$ cat config.mk
export PLATFORM = sky130hd
export DESIGN_NAME = fp_add_pipe
export DESIGN_NICKNAME = d
export VERILOG_FILES = /design/src/rtl/fp_pkg.sv /design/src/rtl/fp_lzc.sv /design/src/rtl/fp_add_pipe.sv
export SDC_FILE = /design/constraint.sdc
export NUM_CORES = 1
export LEC_CHECK = 0
export ABC_AREA = 1
export CORE_MARGIN = 4
export CORE_UTILIZATION = 45
export CTS_CLUSTER_DIAMETER = 100
export DETAILED_ROUTE_END_ITERATION = 10
export DONT_BUFFER_PORTS = 1
export GPL_TIMING_DRIVEN = 1
export SETUP_SLACK_MARGIN = 0.15
export SYNTH_ARGS = -nofsm -noshare
export SYNTH_HDL_FRONTEND = slang
export SYNTH_SLANG_ARGS = --single-unit
$ cat constraint.sdc
create_clock -name clk -period 4.5 [get_ports clk]
set_input_delay 0.9 -clock clk [delete_from_list [all_inputs] [get_ports clk]]
set_output_delay 0.9 -clock clk [all_outputs]
set_load 0.02 [all_outputs]
$ cat src/rtl/fp_pkg.sv
// Shared helpers for the parametrised sign/exponent/mantissa formats.
// Field helpers work on a 32-bit container, so operands must be at most 32 bits wide.
package fp_pkg;

    localparam int unsigned STICKY_IDX = 0;
    localparam int unsigned ROUND_IDX  = 1;
    localparam int unsigned GUARD_IDX  = 2;
    localparam int unsigned LSB_IDX    = 3;
    localparam int unsigned GRS_W      = 3;

    function automatic logic [31:0] fp_bias(input int unsigned exp_w);
        return (32'd1 << (exp_w - 1)) - 32'd1;
    endfunction

    function automatic logic fp_sign(input logic [31:0] x, input int unsigned exp_w,
                                     input int unsigned man_w);
        return x[exp_w + man_w];
    endfunction

    function automatic logic [31:0] fp_exp(input logic [31:0] x, input int unsigned exp_w,
                                           input int unsigned man_w);
        return (x >> man_w) & ((32'd1 << exp_w) - 32'd1);
    endfunction

    function automatic logic [31:0] fp_man(input logic [31:0] x, input int unsigned man_w);
        return x & ((32'd1 << man_w) - 32'd1);
    endfunction

    function automatic logic [31:0] fp_max_mag(input int unsigned exp_w, input int unsigned man_w);
        return (32'd1 << (exp_w + man_w)) - 32'd1;
    endfunction

endpackage

$ cat src/rtl/fp_lzc.sv
// Parametrised leading-zero counter; count is WIDTH when the input is all zero.
module fp_lzc #(
    parameter  int unsigned WIDTH = 8,
    localparam int unsigned CNT_W = $clog2(WIDTH + 1)
) (
    input  logic [WIDTH-1:0] value,
    output logic [CNT_W-1:0] count,
    output logic             zero
);

    always_comb begin
        count = CNT_W'(WIDTH);
        zero  = (value == '0);
        // Scanning upward lets the highest set bit win.
        for (int unsigned i = 0; i < WIDTH; i++) begin
            if (value[i]) count = CNT_W'(WIDTH - 1 - i);
        end
    end

endmodule

$ cat src/rtl/fp_add_pipe.sv
// Three-stage floating-point adder/subtractor (align, add/normalise, round/pack)
// with a valid/ready handshake; every stage advances together when en is high.
module fp_add_pipe
    import fp_pkg::*;
#(
    parameter  int unsigned EXP_W = 4,
    parameter  int unsigned MAN_W = 3,
    localparam int unsigned W     = 1 + EXP_W + MAN_W
) (
    input  logic         clk,
    input  logic         rst_n,
    input  logic         in_valid,
    output logic         in_ready,
    input  logic [W-1:0] a,
    input  logic [W-1:0] b,
    input  logic         sub,
    output logic         out_valid,
    input  logic         out_ready,
    output logic [W-1:0] c,
    output logic         ovf,
    output logic         inexact
);

    localparam int unsigned F       = MAN_W + 4;
    localparam int unsigned CW      = $clog2(F + 1);
    localparam int unsigned EMAX    = (1 << EXP_W) - 1;
    localparam logic [31:0] MAX_MAG = fp_max_mag(EXP_W, MAN_W);

    logic en;
    assign en       = !out_valid || out_ready;
    assign in_ready = en;

    // Stage 1: unpack, swap by magnitude, align operand 2 into hidden|man|G|R|S.
    logic [31:0]      a_w, b_w, p_w, q_w, e1_w, e2_w, m1_w, m2_w;
    logic             swap, h1, h2, al_sign, al_sub, stk;
    logic [EXP_W-1:0] e1, e2, d;
    logic [F-1:0]     al_m1, al_m2;

    always_comb begin
        a_w     = 32'(a);
        b_w     = 32'({b[W-1] ^ sub, b[W-2:0]});
        swap    = b_w[W-2:0] > a_w[W-2:0];
        p_w     = swap ? b_w : a_w;
        q_w     = swap ? a_w : b_w;
        e1_w    = fp_exp(p_w, EXP_W, MAN_W);
        e2_w    = fp_exp(q_w, EXP_W, MAN_W);
        m1_w    = fp_man(p_w, MAN_W);
        m2_w    = fp_man(q_w, MAN_W);
        h1      = |e1_w;
        h2      = |e2_w;
        e1      = h1 ? EXP_W'(e1_w) : EXP_W'(1);
        e2      = h2 ? EXP_W'(e2_w) : EXP_W'(1);
        d       = e1 - e2;
        al_sign = fp_sign(p_w, EXP_W, MAN_W);
        al_sub  = al_sign ^ fp_sign(q_w, EXP_W, MAN_W);
        al_m1   = F'(m1_w << GRS_W) | (F'(h1) << (F - 1));
        al_m2   = F'(m2_w << GRS_W) | (F'(h2) << (F - 1));
        stk     = 1'b0;
        for (int unsigned i = 0; i < F; i++) begin
            if (i < 32'(d)) begin
                stk   = stk | al_m2[STICKY_IDX];
                al_m2 = al_m2 >> 1;
            end
        end
        al_m2[STICKY_IDX] = al_m2[STICKY_IDX] | stk;
    end

    logic             s1_valid, s1_sign, s1_sub;
    logic [EXP_W-1:0] s1_exp;
    logic [F-1:0]     s1_m1, s1_m2;

    // Stage 2: add/subtract, then normalise right on carry or left by the LZC.
    logic [F:0]     sum;
    logic [CW-1:0]  lz;
    logic           lz_zero, n_sign;
    logic [31:0]    lim, shamt;
    logic [F-1:0]   n_m;
    logic [EXP_W:0] n_exp;

    assign sum = s1_sub ? ({1'b0, s1_m1} - {1'b0, s1_m2}) : ({1'b0, s1_m1} + {1'b0, s1_m2});

    fp_lzc #(.WIDTH(F)) u_lzc (
        .value (sum[F-1:0]),
        .count (lz),
        .zero  (lz_zero)
    );

    always_comb begin
        n_sign = s1_sign;
        lim    = '0;
        shamt  = '0;
        if (sum[F]) begin
            n_m             = sum[F:1];
            n_m[STICKY_IDX] = sum[1] | sum[0];
            n_exp           = (EXP_W+1)'(32'(s1_exp) + 32'd1);
        end else begin
            lim   = 32'(s1_exp) - 32'd1;
            shamt = (32'(lz) < lim) ? 32'(lz) : lim;
            n_m   = sum[F-1:0] << shamt;
            n_exp = (EXP_W+1)'(32'(s1_exp) - shamt);
            if (!n_m[F-1]) n_exp = '0;
            // Cancellation to zero is +0; equal-sign zero sums keep their sign.
            if (lz_zero && s1_sub) n_sign = 1'b0;
        end
    end

    logic           s2_valid, s2_sign;
    logic [EXP_W:0] s2_exp;
    logic [F-1:0]   s2_m;

    // Stage 3: round to nearest even, renormalise a rounding carry, saturate.
    logic             g, r, s, up, sat;
    logic [MAN_W+1:0] rnd;
    logic [EXP_W:0]   r_exp;
    logic [MAN_W-1:0] r_man;
    logic [W-1:0]     pk_c;

    always_comb begin
        g   = s2_m[GUARD_IDX];
        r   = s2_m[ROUND_IDX];
        s   = s2_m[STICKY_IDX];
        up  = g & (r | s | s2_m[LSB_IDX]);
        rnd = {1'b0, s2_m[F-1:LSB_IDX]} + (MAN_W+2)'(up);
        if (s2_exp == '0) begin
            r_exp = (EXP_W+1)'(rnd[MAN_W]);
            r_man = rnd[MAN_W-1:0];
        end else if (rnd[MAN_W+1]) begin
            r_exp = (EXP_W+1)'(32'(s2_exp) + 32'd1);
            r_man = '0;
        end else begin
            r_exp = s2_exp;
            r_man = rnd[MAN_W-1:0];
        end
        sat  = 32'(r_exp) > EMAX;
        pk_c = sat ? {s2_sign, (W-1)'(MAX_MAG)} : {s2_sign, r_exp[EXP_W-1:0], r_man};
    end

    always_ff @(posedge clk or negedge rst_n) begin
        if (!rst_n) begin
            s1_valid  <= 1'b0;
            s2_valid  <= 1'b0;
            out_valid <= 1'b0;
            c         <= '0;
            ovf       <= 1'b0;
            inexact   <= 1'b0;
        end else if (en) begin
            s1_valid  <= in_valid;
            s2_valid  <= s1_valid;
            out_valid <= s2_valid;
            if (s2_valid) begin
                c       <= pk_c;
                ovf     <= sat;
                inexact <= g | r | s | sat;
            end
        end
    end

    always_ff @(posedge clk) begin
        if (en) begin
            s1_sign <= al_sign;
            s1_sub  <= al_sub;
            s1_exp  <= e1;
            s1_m1   <= al_m1;
            s1_m2   <= al_m2;
            s2_sign <= n_sign;
            s2_exp  <= n_exp;
            s2_m    <= n_m;
        end
    end

endmodule

# Word-level counts from Yosys, hierarchy flattened
# Cells that the tools add are included.
[totals] register_bits=46 in_bits=21 output_inout_bits=12 word_cells=98
[classes] n_addsub=8 magnitude_cmp=10 shift=1 muxes=37 n_bitwise=18 n_reduce_logical=8
[ops] cell="7-bit two-way mux" count=7
[ops] cell="3-bit by 32-bit less-than comparator with 1-bit output" count=1
[ops] cell="32-bit two-way mux" count=1
[ops] cell="7-bit by 32-bit << shifter with 7-bit output" count=1
[ops] cell="8-bit two-way mux" count=3
[ops] cell="5-bit two-way mux" count=4
[ops] cell="3-bit two-way mux" count=6
[ops] cell="6-bit by 7-bit OR with 7-bit output" count=2
[ops] cell="1-bit OR" count=13
[ops] cell="3-bit by 4-bit less-than comparator with 1-bit output (first input constant)" count=3
[ops] cell="6-bit two-way mux" count=2
[ops] cell="1-bit two-way mux" count=10
[ops] cell="7-bit by 7-bit adder with 8-bit output" count=1
[ops] cell="1-bit by 4-bit less-than comparator with 1-bit output (first input constant)" count=2
[ops] cell="2-bit by 4-bit less-than comparator with 1-bit output (first input constant)" count=2
[ops] cell="4-bit two-way mux" count=2
[ops] cell="4-bit OR reduction" count=2
[ops] cell="7-bit by 7-bit subtractor with 8-bit output" count=1
[ops] cell="7-bit > comparator" count=1
[ops] cell="7-bit logical NOT" count=1
[ops] cell="4-bit by 1-bit adder with 5-bit output" count=1
[ops] cell="4-bit by 1-bit adder with 5-bit output (second input constant)" count=1
[ops] cell="5-bit by 1-bit adder with 5-bit output (second input constant)" count=1
[ops] cell="5-bit by 4-bit > comparator with 1-bit output (second input constant)" count=1
[ops] cell="other kinds (11)" count=13

# Longest topological paths before layout
[depth] ltp_word=20 ltp_mapped=34 mapped_depth_nobuf=34

# By module
# From an unflattened synthesis, not the netlist that was laid out.
[unflattened] hier_cells=482 hier_area_um2=3692.3
[modules_own_cells] mod="fp_add_pipe" n_inst=1 cells_each=465 area_per_inst_um2=3607.2 seq_area_each_um2=1226.2
[modules_own_cells] mod="fp_lzc" n_inst=1 cells_each=17 area_per_inst_um2=85.1 seq_area_each_um2=0.0

# Worst setup path after synthesis
# No wires, ideal clock.
[synth_path] path_type="in2reg" startpoint="input a[4]" endpoint="register s1_m2[2], data pin" setup_time_ns=0.249 arrival_time_ns=4.330 t_required_ns=4.251 path_slack_ns=-0.079 stages=27 n_path_buf=2 cell_sequence="inv_1 -> ha_1 -> a21oi_1 -> o21a_1 -> nand2_2 -> nand2_2 -> clkbuf_1 -> clkbuf_1 -> a21oi_1 -> inv_1 -> nand3_1 -> nand2_1 -> inv_1 -> ha_1 -> fa_1 -> xor2_1 -> nand3_2 -> nor2_1 -> inv_1 -> a21oi_1 -> o21ai_0 -> nand2_1 -> o21ai_1 -> nand2_1 -> nand2_1 -> nand2_1 -> inv_1"
[synth_between] elab_chain_len=13 elab_cells_between_ends=23 classes_between="1 x add/sub; 8 x order compare; 11 x mux; 1 x bitwise; 2 x reduce/logical"
[synth_lines] item="from (decl)" line="fp_add_pipe.sv:14" source="input logic [W-1:0] a,"
[synth_lines] item="7-bit > comparator" line="fp_add_pipe.sv:42" source="swap = b_w[W-2:0] > a_w[W-2:0];"
[synth_lines] item="8-bit two-way mux (*)" line="fp_add_pipe.sv:43" source="p_w = swap ? b_w : a_w;"
[synth_lines] item="4-bit OR reduction" line="fp_add_pipe.sv:49" source="h1 = |e1_w;"
[synth_lines] item="4-bit two-way mux (*)" line="fp_add_pipe.sv:51" source="e1 = h1 ? EXP_W'(e1_w) : EXP_W'(1);"
[synth_lines] item="via e1[0]" line="fp_add_pipe.sv:36" source="logic [EXP_W-1:0] e1, e2, d;"
[synth_lines] item="4-bit subtractor (*)" line="fp_add_pipe.sv:53" source="d = e1 - e2;"
[synth_lines] item="1-bit by 4-bit less-than comparator with 1-bit output" line="fp_add_pipe.sv:60" source="if (i < 32'(d)) begin"
[synth_lines] item="7-bit two-way mux (6 in a row)" line="fp_add_pipe.sv:60"
[synth_lines] item="6-bit two-way mux (*)" line="fp_add_pipe.sv:60"
[synth_lines] item="via al_m2[2]" line="fp_add_pipe.sv:37" source="logic [F-1:0] al_m1, al_m2;"
[synth_lines] item="to (signal assigned)" line="fp_add_pipe.sv:164" source="s1_m2 <= al_m2;"
[synth_lines] item="to (decl)" line="fp_add_pipe.sv:70" source="logic [F-1:0] s1_m1, s1_m2;"
# The timed path passes the listed nets; every way through them passes the cells marked *.
# A chain may end at the register's enable or synchronous reset.

# Worst setup path after layout
[layout_path] startpoint="register s1_m2[0]" endpoint="register s2_exp[4], data pin"
[layout_between] elab_chain_len=14 elab_cells_between_ends=16 classes_between="3 x add/sub; 1 x order compare; 1 x shift; 11 x mux"
[layout_lines] item="7-bit by 7-bit adder with 8-bit output or 7-bit by 7-bit subtractor with 8-bit output (tied branches)" line="fp_add_pipe.sv:80" source="assign sum = s1_sub ? ({1'b0, s1_m1} - {1'b0, s1_m2}) : ({1'b0, s1_m1} + {1'b0, s1_m2});"
[layout_lines] item="8-bit two-way mux (*)" line="fp_add_pipe.sv:80"
[layout_lines] item="1-bit two-way mux" line="fp_lzc.sv:16" source="if (value[i]) count = CNT_W'(WIDTH - 1 - i);"
[layout_lines] item="2-bit two-way mux (2 in a row)" line="fp_lzc.sv:16"
[layout_lines] item="3-bit two-way mux (4 in a row)" line="fp_lzc.sv:16"
[layout_lines] item="3-bit by 32-bit less-than comparator with 1-bit output" line="fp_add_pipe.sv:98" source="shamt = (32'(lz) < lim) ? 32'(lz) : lim;"
[layout_lines] item="32-bit two-way mux" line="fp_add_pipe.sv:98"
[layout_lines] item="4-bit by 5-bit subtractor with 5-bit output or 7-bit by 32-bit << shifter with 7-bit output (tied branches)" line="fp_add_pipe.sv:100, fp_add_pipe.sv:99"
[layout_lines] item="5-bit two-way mux" line="fp_add_pipe.sv:101" source="if (!n_m[F-1]) n_exp = '0;"
[layout_lines] item="5-bit two-way mux (*)" line="fp_add_pipe.sv:92" source="if (sum[F]) begin"
[layout_lines] item="via n_exp[4]" line="fp_add_pipe.sv:78" source="logic [EXP_W:0] n_exp;"
[layout_lines] item="to (signal assigned)" line="fp_add_pipe.sv:166" source="s2_exp <= n_exp;"
[layout_lines] item="to (decl)" line="fp_add_pipe.sv:108" source="logic [EXP_W:0] s2_exp;"
# Marks and branches as above.

==> metrics.md <==
| Metric | Value |
|---|---|
| Routing usage on met2 | `34.0%` |
| H-tree depth | `2` |
| Fin cells | `630` |
| GPL Wtd Cong | `0.879` |
| First drt pass iteration count | `4` |
| GR Util All Layers | `16.9%` |
| CP Launch Type | `flip-flop` |
| Reg-to-reg endpoint | `s2_exp[4]$_DFFE_PN_` |
| Die width | `96.8 um` |
| Status | `complete, no violations` |
| Clock sink count | `43` |
| Critical setup path kind | `reg2reg` |
| Cell Area, Synth | `about 3500 um^2` |
| First-pass GRT wire length | `13,300 um` |
| Avg Vias per Cell | `5.18` |
| Grt peak-use layer | `met2` |
| CTS Buf Count | `5` |
| Tightest Pin Transition | `605 ps` |
| Power density over the cells | `825 nW/um^2` |
| DRC | `0` |
| Fin crit share | `a little over nine tenths` |
| # IOs | `33` |
| Leakage | `2.04 nW` |
| Worst skew pair latency | `290 ps` |
| Critical R2R Launch | `s1_m2[0]$_DFFE_PN_` |
| Drt total wl | `8080 um` |
| Post-Syn Nets | `about 540` |
| Post-synthesis sequential area ratio | `between 30% and 40%` |
| Final HPWL DP | `approximately 6300 um` |
| Max VDD drop | `0.241 mV` |
| Clock transition at the registers of the reported paths | `roughly 80 ps` |
| Vias in the first global route | `3,110` |
| Fin Clk Skew | `2.02 ps` |
| Die Y | `96.8 um` |
| Slew HR | `59.2%` |
| Core ar. | `between 7000 and 8000 um^2` |
| 1st-iter DRT viols | `144` |
| Hold_ws | `289 ps` |
| Main synth FF type | `edfxtp_1` |
| Crit-path slowest cell | `edfxtp_1` |
| Post-synth EDFFs | `30` |
| Die area | `9370 um^2` |
| Global route overflow | `0` |
| Crit path time final | `4260 ps` |
| Flops & latches, synth | `43` |
| Vias | `3,264` |
| Final hold violations | `0` |
| PnR Total Power | `3.52 mW` |
| Final WS setup | `241 ps` |
| Synthesized netlist cell count | `~500` |
| CTS Hold Bufs | `0` |
| Finish-stage setup viols | `0` |
| Pre-CTS WS | `-121 ps` |
| RSZ-0062 raised after global routing | `yes` |
| Slowest Stage Delay on Critical Path | `420 ps` |
| Avg WL per Cell | `12.8 um` |
| Initial antenna violation count | `0` |
| Crit path DAT | `4430 ps` |
| Antenna Nets Post-Route | `0` |
| Leading cell types in the layout, fill and taps excluded | `113 x nand2_1, 65 x inv_1, 42 x nand3_1, 36 x buf_4` |
| Worst min-delay path category | `in2async` |
| Slew Viols, Final | `0` |
| Placed cells | `600` |
| Synth unique cells | `35` |
| Clk buf depth | `2` |
| Crit-path most repeated cell | `nand2_1` |
| P&R area growth vs syn | `20.4%` |
| Diodes inserted | `0` |
| Root Buffer | `clkbuf_8` |
| Share of post-route cells with drive strength above 1 | `22.9%` |
| CP Max Fanout | `5` |
| Commonest non-fill, non-tap cell in the layout | `nand2_1` |
| Largest net degree at the start of global routing | `45` |
| Worst endpoint required time | `4670 ps` |
| Worst setup path startpoint | `s1_m2[0]$_DFFE_PN_` |
| Port bufs | `0` |
| Flop2flop setup slack | `240 ps` |
| Met1 Use GR | `17.1%` |
| CTS tree | `done` |
| GRT met3 Usage | `3.53%` |
| Yosys Warn Count | `0` |
| Initial Util | `46.1%` |
| Max-Cap Viols | `0` |
| Final nets | `roughly 580` |
| Worst Setup End Kind | `flip-flop` |
| Syn Area/Cell | `7.28 um^2` |
| Post-synth ARST share | `between 30% and 40%` |
| Maximum clock rate | `0.235 GHz` |
| Worst r2r path cells | `34` |
| Rows | `32` |
routing by layer:
metal	wire length [um]	vias to the layer above	share of wire, %
met4	114	0	1.4
met5	0	-	0
li1	-	1684	-
met1	3130	1496	39
met3	305	13	3.8
met2	4530	71	56
how the worst max path moves through the flow:
stage,slack [ps],cells past startpoint,endpoint
finish,240,34,s2_exp[4]$_DFFE_PN_
global route,-70,33,s2_exp[3]$_DFFE_PN_
CTS,180,34,s2_exp[4]$_DFFE_PN_
detailed placement,-120,26,s1_m2[0]$_DFFE_PN_
global placement,-50,26,s1_m2[0]$_DFFE_PN_
floorplan,150,28,s1_m2[2]$_DFFE_PN_
metrics by stage:
| step | utilization, % | instance area (um^2) | setup TNS [ps] |
|---|---|---|---|
| 6_report | 55.6 | 4270 | 0 |
| 3_3_place_gp | 49.3 | 3790 | -95.1 |
| 5_1_grt | 55.6 | 4270 | -206 |
| 3_5_place_dp | 49.3 | 3790 | -450 |
| 2_1_floorplan | - | 3560 | 0 |
| 4_1_cts | 50.7 | 3900 | 0 |
sequential cells by signal (all words and copies together) (netlist names):
| register | count |
|---|---|
| s2_exp | 5 |
| ovf | 1 |
| s1_valid | 1 |
| inexact | 1 |
| s2_sign | 1 |
| s1_exp | 4 |
| s1_m2 | 7 |
| c | 8 |
| s1_sub | 1 |
| s1_m1 | 4 |
| out_valid | 1 |
| s2_valid | 1 |
| s1_sign | 1 |
| s2_m | 7 |
worst max-delay path, delay by kind of cell, from the launching register on:
family | cells | cell delay [ps]
AND/OR/NAND/NOR | 21 | 1890
XOR/XNOR | 1 | 160
adder cells (fa/ha/maj) | 5 | 1180
buffers and inverters | 7 | 500
flip-flops | 1 | 420
cells in the mapped netlist, drive strengths merged, types with 3 or more instances:
| cell type | number | share of area [%] |
|---|---|---|
| nand2 | 139 | 16 |
| nand3b | 4 | 0.85 |
| nor3 | 6 | 0.85 |
| xnor2 | 6 | 1.5 |
| o22ai | 5 | 0.88 |
| o21ai | 29 | 4.2 |
| xor2 | 7 | 1.7 |
| edfxtp | 30 | 25 |
| nand3 | 48 | 7.2 |
| clkbuf | 6 | 0.63 |
| or2 | 3 | 0.53 |
| ha | 27 | 9.5 |
| nor2 | 33 | 3.7 |
| nand4 | 5 | 0.88 |
| dfrtp | 13 | 9.2 |
| a21oi | 33 | 4.7 |
| inv | 77 | 8.1 |
logic make-up after synthesis:
group | count (synthesis) | synth area share, %
simple gates | 240 | 30.4
buf+inv | 83 | 8.78
compound gates | 77 | 11.8
flops | 43 | 34.6
fa+ha+maj | 29 | 10.7
xor+xnor | 13 | 3.21
mux | 2 | 0.635
where the power goes:
part	total, mW	internal [mW]	leakage [nW]	switching (mW)
clock network	0.240	0.109	0.0455	0.131
registers	0.838	0.658	0.447	0.180
logic	2.45	0.988	1.55	1.46
total	3.52	1.75	2.04	1.77
what timing repair did:
item                                    4_1_cts  5_1_grt
gates resized for setup                       3       59
gates cloned                                  0        1
pin swaps                                     0       42
setup buffers                                 1       20
endpoints found under the setup margin        4       11
cell type report:
cell class	count	area (um^2)
clock buffers	6	72.6
clock inverters	2	11.3
fillers	749	3420
inverters	77	292
multi-input cells	362	2250
flip-flops and latches	43	1230
well taps	102	128
repair buffers	38	293
Note: power is estimated with default switching activity, not from simulation.
